$ cat src/rtl/load_store_unit.sv
// Load/store unit: computes the effective address, runs one memory micro-op at a time
// (read-modify-write for sub-word stores) and returns a single registered response.
module load_store_unit #(
    parameter int MEM_WORDS = 1024
) (
    input  logic        clk,
    input  logic        rst,
    input  logic        req_valid,
    output logic        req_ready,
    input  logic        req_is_store,
    input  logic [2:0]  req_funct3,
    input  logic [31:0] req_base,
    input  logic [11:0] req_offset,
    input  logic [31:0] req_store_data,
    input  logic [4:0]  req_rd,
    input  logic        flush,
    output logic        mem_read_en,
    output logic        mem_write_en,
    output logic [31:0] mem_address,
    output logic [31:0] mem_write_data,
    input  logic [31:0] mem_read_data,
    output logic        resp_valid,
    output logic        resp_is_store,
    output logic [31:0] resp_data,
    output logic [4:0]  resp_rd,
    output logic        resp_fault
);

    typedef enum logic [2:0] {
        S_IDLE,
        S_LOAD,
        S_MERGE,
        S_WRITE,
        S_FAULT
    } state_t;

    state_t      r_state;
    logic        r_ready;
    logic        r_rd_en;
    logic        r_wr_en;
    logic [31:0] r_ea;
    logic [2:0]  r_funct3;
    logic        r_is_store;
    logic [4:0]  r_rd;
    logic [31:0] r_wdata;
    logic        r_resp_valid;
    logic        r_resp_is_store;
    logic [31:0] r_resp_data;
    logic [4:0]  r_resp_rd;
    logic        r_resp_fault;

    logic [31:0] w_ea;
    logic        w_misalign;
    logic        w_illegal;
    logic        w_range;
    logic        w_fault;
    logic        w_accept;

    // funct3[1:0] encodes the access size; funct3[2] marks an unsigned load.
    function automatic logic [31:0] f_extend(input logic [31:0] word, input logic [1:0] size,
                                             input logic uns, input logic [1:0] lane);
        logic [31:0] sh;
        sh = word >> {lane, 3'b000};
        case (size)
            2'b00:   f_extend = uns ? {24'b0, sh[7:0]}  : {{24{sh[7]}}, sh[7:0]};
            2'b01:   f_extend = uns ? {16'b0, sh[15:0]} : {{16{sh[15]}}, sh[15:0]};
            default: f_extend = word;
        endcase
    endfunction

    function automatic logic [31:0] f_merge(input logic [31:0] word, input logic [31:0] data,
                                            input logic [1:0] size, input logic [1:0] lane);
        logic [31:0] mask;
        logic [31:0] ins;
        mask = (size == 2'b00) ? 32'h0000_00FF : 32'h0000_FFFF;
        mask = mask << {lane, 3'b000};
        ins  = data << {lane, 3'b000};
        f_merge = (word & ~mask) | (ins & mask);
    endfunction

    assign w_ea = req_base + {{20{req_offset[11]}}, req_offset};

    always_comb begin
        w_misalign = 1'b0;
        case (req_funct3[1:0])
            2'b01:   w_misalign = w_ea[0];
            2'b10:   w_misalign = |w_ea[1:0];
            default: w_misalign = 1'b0;
        endcase
    end

    assign w_illegal = req_is_store ? (req_funct3[2] | (&req_funct3[1:0]))
                                    : ((&req_funct3[1:0]) | (req_funct3 == 3'b110));
    assign w_range   = (w_ea[31:2] >= 30'(MEM_WORDS));
    assign w_fault   = w_misalign | w_illegal | w_range;
    assign w_accept  = req_valid & r_ready & ~flush;

    always_ff @(posedge clk or negedge rst) begin
        if (!rst) begin
            r_state         <= S_IDLE;
            r_ready         <= 1'b1;
            r_rd_en         <= 1'b0;
            r_wr_en         <= 1'b0;
            r_ea            <= '0;
            r_funct3        <= '0;
            r_is_store      <= 1'b0;
            r_rd            <= '0;
            r_wdata         <= '0;
            r_resp_valid    <= 1'b0;
            r_resp_is_store <= 1'b0;
            r_resp_data     <= '0;
            r_resp_rd       <= '0;
            r_resp_fault    <= 1'b0;
        end else begin
            r_resp_valid <= 1'b0;
            r_resp_fault <= 1'b0;
            case (r_state)
                S_IDLE: begin
                    if (w_accept) begin
                        r_ea       <= w_ea;
                        r_funct3   <= req_funct3;
                        r_is_store <= req_is_store;
                        r_rd       <= req_rd;
                        r_wdata    <= req_store_data;
                        r_ready    <= 1'b0;
                        if (w_fault) begin
                            r_state <= S_FAULT;
                        end else if (!req_is_store) begin
                            r_state <= S_LOAD;
                            r_rd_en <= 1'b1;
                        end else if (req_funct3[1:0] == 2'b10) begin
                            r_state <= S_WRITE;
                            r_wr_en <= 1'b1;
                        end else begin
                            r_state <= S_MERGE;
                            r_rd_en <= 1'b1;
                        end
                    end
                end
                S_LOAD: begin
                    r_state <= S_IDLE;
                    r_ready <= 1'b1;
                    r_rd_en <= 1'b0;
                    if (!flush) begin
                        r_resp_valid    <= 1'b1;
                        r_resp_is_store <= 1'b0;
                        r_resp_rd       <= r_rd;
                        r_resp_data     <= f_extend(mem_read_data, r_funct3[1:0], r_funct3[2], r_ea[1:0]);
                    end
                end
                S_MERGE: begin
                    r_rd_en <= 1'b0;
                    if (flush) begin
                        r_state <= S_IDLE;
                        r_ready <= 1'b1;
                    end else begin
                        r_state <= S_WRITE;
                        r_wr_en <= 1'b1;
                        r_wdata <= f_merge(mem_read_data, r_wdata, r_funct3[1:0], r_ea[1:0]);
                    end
                end
                // The write is already committed at this edge, so a flush cannot cancel it.
                S_WRITE: begin
                    r_state         <= S_IDLE;
                    r_ready         <= 1'b1;
                    r_wr_en         <= 1'b0;
                    r_resp_valid    <= 1'b1;
                    r_resp_is_store <= 1'b1;
                    r_resp_rd       <= r_rd;
                    r_resp_data     <= '0;
                end
                S_FAULT: begin
                    r_state <= S_IDLE;
                    r_ready <= 1'b1;
                    if (!flush) begin
                        r_resp_valid    <= 1'b1;
                        r_resp_fault    <= 1'b1;
                        r_resp_is_store <= r_is_store;
                        r_resp_rd       <= r_rd;
                        r_resp_data     <= '0;
                    end
                end
                default: begin
                    r_state <= S_IDLE;
                    r_ready <= 1'b1;
                    r_rd_en <= 1'b0;
                    r_wr_en <= 1'b0;
                end
            endcase
        end
    end

    assign req_ready      = r_ready;
    assign mem_read_en    = r_rd_en;
    assign mem_write_en   = r_wr_en;
    assign mem_address    = {2'b00, r_ea[31:2]};
    assign mem_write_data = r_wdata;
    assign resp_valid     = r_resp_valid;
    assign resp_is_store  = r_resp_is_store;
    assign resp_data      = r_resp_data;
    assign resp_rd        = r_resp_rd;
    assign resp_fault     = r_resp_fault;

endmodule

$ cat config.mk
export PLATFORM = sky130hd
export DESIGN_NAME = load_store_unit
export DESIGN_NICKNAME = d
export VERILOG_FILES = /design/src/rtl/load_store_unit.sv
export SDC_FILE = /design/constraint.sdc
export NUM_CORES = 1
export LEC_CHECK = 0
export CORE_MARGIN = 4
export CORE_UTILIZATION = 40
export CTS_CLUSTER_SIZE = 16
export DETAILED_ROUTE_END_ITERATION = 8
export GPL_TIMING_DRIVEN = 0
export PLACE_DENSITY = 0.69
export RECOVER_POWER = 100
export SLEW_MARGIN = 10
export SYNTH_ARGS = -nofsm -noshare
export SYNTH_HDL_FRONTEND = slang
export SYNTH_SLANG_ARGS = --single-unit
$ cat constraint.sdc
create_clock -name clk -period 4.8 [get_ports clk]
set_input_delay 1.44 -clock clk [delete_from_list [all_inputs] [get_ports clk]]
set_output_delay 1.44 -clock clk [all_outputs]
set_load 0.01 [all_outputs]
Yosys cells after proc, flatten, opt, wreduce, memory -nomap -nowiden
Cells that the tools add are included.

cells by class
  $add $sub $neg = 1
  multiply operators = 0
  div/mod/pow operators = 0
  $lt $le $gt $ge = 1
  equality and inequality tests = 18
  shift-type cells = 3
  muxes and demuxes = 40
  bitwise logic cells = 13
  reduce and logical (&&, ||, !) cells = 16

operators with widths
  cell                                                                                    number
  32-bit two-way mux                                                                      6
  32-bit one-hot mux with 2 select lines                                                  2
  32-bit one-hot mux with 3 select lines                                                  1
  32-bit AND                                                                              2
  32-bit adder                                                                            1
  32-bit inverter                                                                         1
  32-bit OR                                                                               1
  16-bit by 5-bit << shifter with 32-bit output                                           1
  32-bit by 5-bit << shifter with 32-bit output                                           1
  32-bit by 5-bit right shift with 16-bit output                                          1
  30-bit by 11-bit greater-or-equal comparator with 1-bit output (second input constant)  1
  2-bit != test (second input constant)                                                   9
  1-bit two-way mux                                                                       17
  16-bit two-way mux                                                                      1
  5-bit one-hot mux with 2 select lines                                                   1
  1-bit one-hot mux with 2 select lines                                                   4
  2-bit AND reduction                                                                     4
  3-bit by 2-bit equality test with 1-bit output (second input constant)                  2
  3-bit equality test (second input constant)                                             2
  3-bit two-way mux                                                                       2
  1-bit one-hot mux with 3 select lines                                                   2
  3-bit one-hot mux with 2 select lines                                                   1
  3-bit AND reduction                                                                     2
  6-bit AND reduction                                                                     1
  15 further kinds                                                                        26

storage, ports and cells
  bits in registers = 119
  latch bits = 0
  memory bits (writable) = 0
  ROM bits = 0
  bits of input ports = 121
  output and inout bits = 107
  logic and storage cells = 106
  memories kept = 0

Depth between registers and ports, before layout
  depth after elaboration = 8
  gate-level depth with buffers = 12
  depth with buffers taken out = 12

Least setup slack after synthesis
OpenSTA, ideal clock, no wires.

  kind = input to register
  start point = input port req_base[0]
  end point = register r_state[2]
  data arrival time = 4.627 ns
  slack = 0.047 ns
  cell stages on the path = 12
  buffers on the path = 0
  cells stage by stage = ha_1 inv_1 fa_1 and2b_4 o2111ai_4 a2111oi_4 or2_2 xnor2_1 o211ai_1 or4b_1 or4b_4 o31a_2

on the way
  word-level cells in the longest chain between the ends = 8
  elaborated cells on any way between the ends = 9
  those cells by class = add/sub: 1; order compare: 1; mux: 4; bitwise: 2; reduce/logical: 1

RTL lines
  element                                                                                                 RTL line  text
  start: declaration                                                                                      12        input logic [31:0] req_base,
  32-bit adder *                                                                                          81        assign w_ea = req_base + {{20{req_offset[11]}}, req_offset};
  branches (longest 3 deep; another with 30-bit by 11-bit greater-or-equal comparator with 1-bit output)  -
  1-bit OR *                                                                                              95        assign w_fault = w_misalign | w_illegal | w_range;
  3-bit two-way mux *                                                                                     126       if (w_fault) begin
  3-bit two-way mux *                                                                                     119       if (w_accept) begin
  3-bit one-hot mux with 2 select lines *                                                                 117       case (r_state)
  end signal: assignment                                                                                  100       r_state <= S_IDLE;
  end signal: assignment                                                                                  127       r_state <= S_FAULT;
  end signal: assignment                                                                                  129       r_state <= S_LOAD;
  end: declaration                                                                                        37        state_t r_state;

Mark *: on every way between the ends. The select of a mux whose other input is x is not followed.
A chain may end at the register's enable or synchronous reset.

Final worst setup path
  start point = input port req_base[4]
  end point = register r_state[2]

on the way
  word-level cells in the longest chain between the ends = 6

RTL lines
  element                                                         RTL line  text
  32-bit adder                                                    81
  30-bit by 11-bit greater-or-equal comparator with 1-bit output  94        assign w_range = (w_ea[31:2] >= 30'(MEM_WORDS));
  1-bit OR                                                        95
  3-bit two-way mux                                               126
  3-bit two-way mux                                               119
  3-bit one-hot mux with 2 select lines                           117

No other way between the ends. The select of a mux whose other input is x is not followed.

==> results.json <==
{
  "rrSetupSlack_ns": 1.39,
  "worstMarginPinSlew_ns": 2.322,
  "met2WireLength_microns": 13740,
  "dieArea_sq_um": 22240,
  "drt-wirelength-per-cell_microns": 19.75,
  "n_fill_cell": 1831,
  "synth_area_per_cell_sq_um": 8.405,
  "cp.arrival_ns": 5.05,
  "max_stage_delay_ns": 0.58,
  "drive_gt1_frac": 0.1043,
  "port_buffers": 224,
  "worstPathRequired_ns": 5.11,
  "clk_pin_slew_worst_paths_ns": 0.06,
  "ys_seq_area_frac": 0.3739,
  "crit_slowest_cell": "or4b_4",
  "yosysUniqueCellTypes": 68,
  "crit_fanout": 6,
  "slew_violations": 44,
  "ys.flop_type": "dfrtp_1",
  "hold_class": "flop to flop",
  "cts.sinks": 119,
  "hold_start": "resp_data[2]$_DFFE_PN0P_",
  "core_sq_um": 19530,
  "finalInstanceArea_sq_um": 11340,
  "synthArstFlopShare": 1.000,
  "clockBufferDepth": 2,
  "cts_root_buf": "clkbuf_16",
  "critPathBufInv": 1,
  "crit_family": "simple AND/OR/NAND/NOR gates",
  "hold_buffers": 0,
  "vias": 8301,
  "ys_ff_latch": 119,
  "grt_overflow": 0,
  "grt_max_degree": 78,
  "multi_input_area_sq_um": 4476,
  "synth_edf_count": 0,
  "nets": 1361,
  "grt.total_usage": 0.2611,
  "first_pass_iters": 5,
  "wl_met3_microns": 1926,
  "grt_pass1_vias": 8123,
  "relSlewSlack": -0.5480,
  "clock_latency_ns": 0.43,
  "start_util": 0.4080,
  "cts_made_buffers": 17,
  "worst_slack_ns": 0.06000,
  "failed_checks": "capacitance limit, slew limit",
  "hpwl_microns": 22870,
  "finalHoldViolCount": 0,
  "die-height_microns": 149.1,
  "maxClockFrequency_mhz": 211.0,
  "utilization": 0.5807,
  "skew_ns": 0.01097,
  "status": "finished with violations",
  "synth.area.top_cells": "dfrtp_1 37%, nand2_1 6.4%, a21oi_1 6.2%",
  "dp_slack_ns": -1.128,
  "ios": 228,
  "fp.dieW_microns": 149.1,
  "viasPerCell": 5.597,
  "h-tree-depth": 4,
  "grt_pass1_wl_microns": 45280,
  "rr_startpoint": "r_ea[0]$_DFFE_PN0P_",
  "worst_setup_path_start_kind": "primary input",
  "num_rows": 51,
  "antenna_cells": 0,
  "drt_iter0_markers": 779,
  "ant_nets": 0,
  "syn-instance-count": 948,
  "cp-startpoint": "req_base[4]",
  "synth_top_area_cell": "dfrtp_1",
  "yosys_warnings": 0,
  "layout_min_cycle_time_ns": 4.740,
  "place.gp.congestion": 0.9946,
  "criticalPathCategory": "primary input to flop",
  "dpl_cell_area_sq_um": 10570,
  "p_leak_nw": 5.038,
  "cts_tree": "done",
  "crit_path_cell_trace": "clkdlybuf4s50_1, ha_2, a21o_1, o21bai_2, o21a_4, or2_1, a31o_1, xnor2_2, or4b_4, or4b_4, o31a_2",
  "drc": 0,
  "max-cap-violations": 1,
  "syn_area_sq_um": 7968,
  "synth_top_cell_area_share": 0.3706,
  "cp-end-kind": "flop",
  "met1_length_microns": 12610,
  "fin_crit_sh": 0.9875,
  "area.growth.synth_to_final_pct": 42.32,
  "worst_ir_drop_vdd_v": 0.0002469,
  "top_layer_used": "met4",
  "setup_violations": 0,
  "antenna_found_initial": 0,
  "route.final.wire_length_microns": 29290,
  "power_density_nw_per_um2": 423.8,
  "path_common_cell": "or4b_4",
  "seqCellArea_sq_um": 2979
}
==> layout make-up <==
cell class                 instances  area share
buffer                            83     0.04149
clock buffer                      21     0.04060
clock inverter                    11     0.01523
inverter                          32     0.01059
multi-input combinational        715      0.3947
sequential                       119      0.2627
tap                              265     0.02924
timing repair buffer             237      0.2055
==> where the power goes <==
part           switching (mW)  internal, mW  leakage [nW]
combinational            1.05         0.920          3.25
sequential              0.191          1.27          1.48
clock                   0.483         0.897         0.307
total                    1.72          3.09          5.04
==> worst register-to-register path, stage by stage (launching register included) <==
cell and delay [ns]:
dfrtp_1 0.38, clkbuf_1 0.46, o21ai_0 0.26, nor4_1 1.12, nor3_1 0.08, nor2_1 0.45
clkbuf_1 0.40, a22o_1 0.20
==> per-stage QoR <==
step / hold slack, ns / instances / setup TNS [ns] / total power, mW
floorplan: 0.4400 / 949 / 0 / 2.533
global placement: 0.4509 / 1438 / -307.60 / 3.478
detailed placement: 0.4582 / 1439 / -5.224 / 3.502
CTS: 0.4702 / 1476 / 0 / 4.904
global route: 0.4860 / 1483 / -0.02073 / 5.077
finish: 0.4616 / 1483 / 0 / 4.806
==> layout by cell type, fill, tap and decap left out, types with 12 or more instances in the layout <==
master / netlist / layout
o221ai_1: 16 / 16
nor2_1: 86 / 86
o211ai_1: 17 / 17
a21oi_1: 98 / 98
nand2b_1: 22 / 22
ha_1: 34 / 31
a31oi_1: 13 / 13
a22o_1: 17 / 17
dfrtp_1: 118 / 118
inv_1: 32 / 31
nor2b_1: 12 / 12
o21ai_0: 63 / 63
buf_4: 33 / 44
dlygate4sd3_1: 0 / 107
nand2_1: 136 / 136
clkbuf_1: 45 / 48
clkbuf_16: 0 / 17
xnor2_1: 15 / 13
clkdlybuf4s50_1: 0 / 111
a211oi_1: 21 / 19
==> layer usage <==
metal	vias up	track usage
met5	-	0.004545
met4	0	0.09977
met3	69	0.05287
met2	346	0.4211
met1	3980	0.3466
li1	3906	-
==> Yosys cell counts (3+ instances only) <==
cell type / n
o211ai_1: 17
o21bai_1: 3
a211o_1: 4
and4_1: 4
a211oi_1: 21
and3_1: 6
o21ai_0: 63
nor3_1: 6
o21a_1: 10
a22o_1: 17
o21ai_1: 3
or4_1: 3
nor2b_1: 12
a31oi_1: 13
a21o_1: 8
a21oi_1: 98
o2111ai_1: 3
nand2b_1: 22
nor2_1: 86
clkbuf_1: 45
ha_1: 34
mux2i_1: 10
a21oi_2: 3
mux2_2: 9
a221oi_1: 11
buf_4: 33
xnor2_1: 15
dfrtp_1: 118
nor4_1: 5
nand3_1: 6
nand4_1: 5
o22ai_1: 10
xor2_1: 9
or2_2: 5
o221ai_1: 16
o31ai_1: 5
nand2_1: 136
inv_1: 32
and2_1: 6
==> what timing repair did <==
action	CTS	global route
buffers inserted	5	7
gates resized for setup	16	12
cloned	0	0
pin swaps	11	11
endpoints found under the setup margin	5	5
==> cells by family (layout without fill, tap and decap cells) <==
kind of cell | Yosys count | count (layout) | synth area share
simple gates | 313 | 313 | 0.1787
buf+inv | 115 | 384 | 0.07412
compound gates | 322 | 322 | 0.2652
fa+ha+maj | 35 | 35 | 0.05590
other cells | 1 | 2 | 0.0004707
flops | 119 | 119 | 0.3739
mux | 19 | 19 | 0.02528
xor+xnor | 24 | 24 | 0.02638
==> final timing paths <==
check,depth (start not counted),endpoint
worst max-delay path,11,r_state[2]$_DFFE_PN0N_
worst min-delay path,2,resp_data[2]$_DFFE_PN0P_
worst max register to register,7,resp_data[29]$_DFFE_PN0P_
worst min register to register,2,resp_data[2]$_DFFE_PN0P_
max in group asynchronous,2,r_rd[2]$_DFFE_PN0P_
min in group asynchronous,1,resp_data[31]$_DFFE_PN0P_
(Power assumes the default switching activity.)
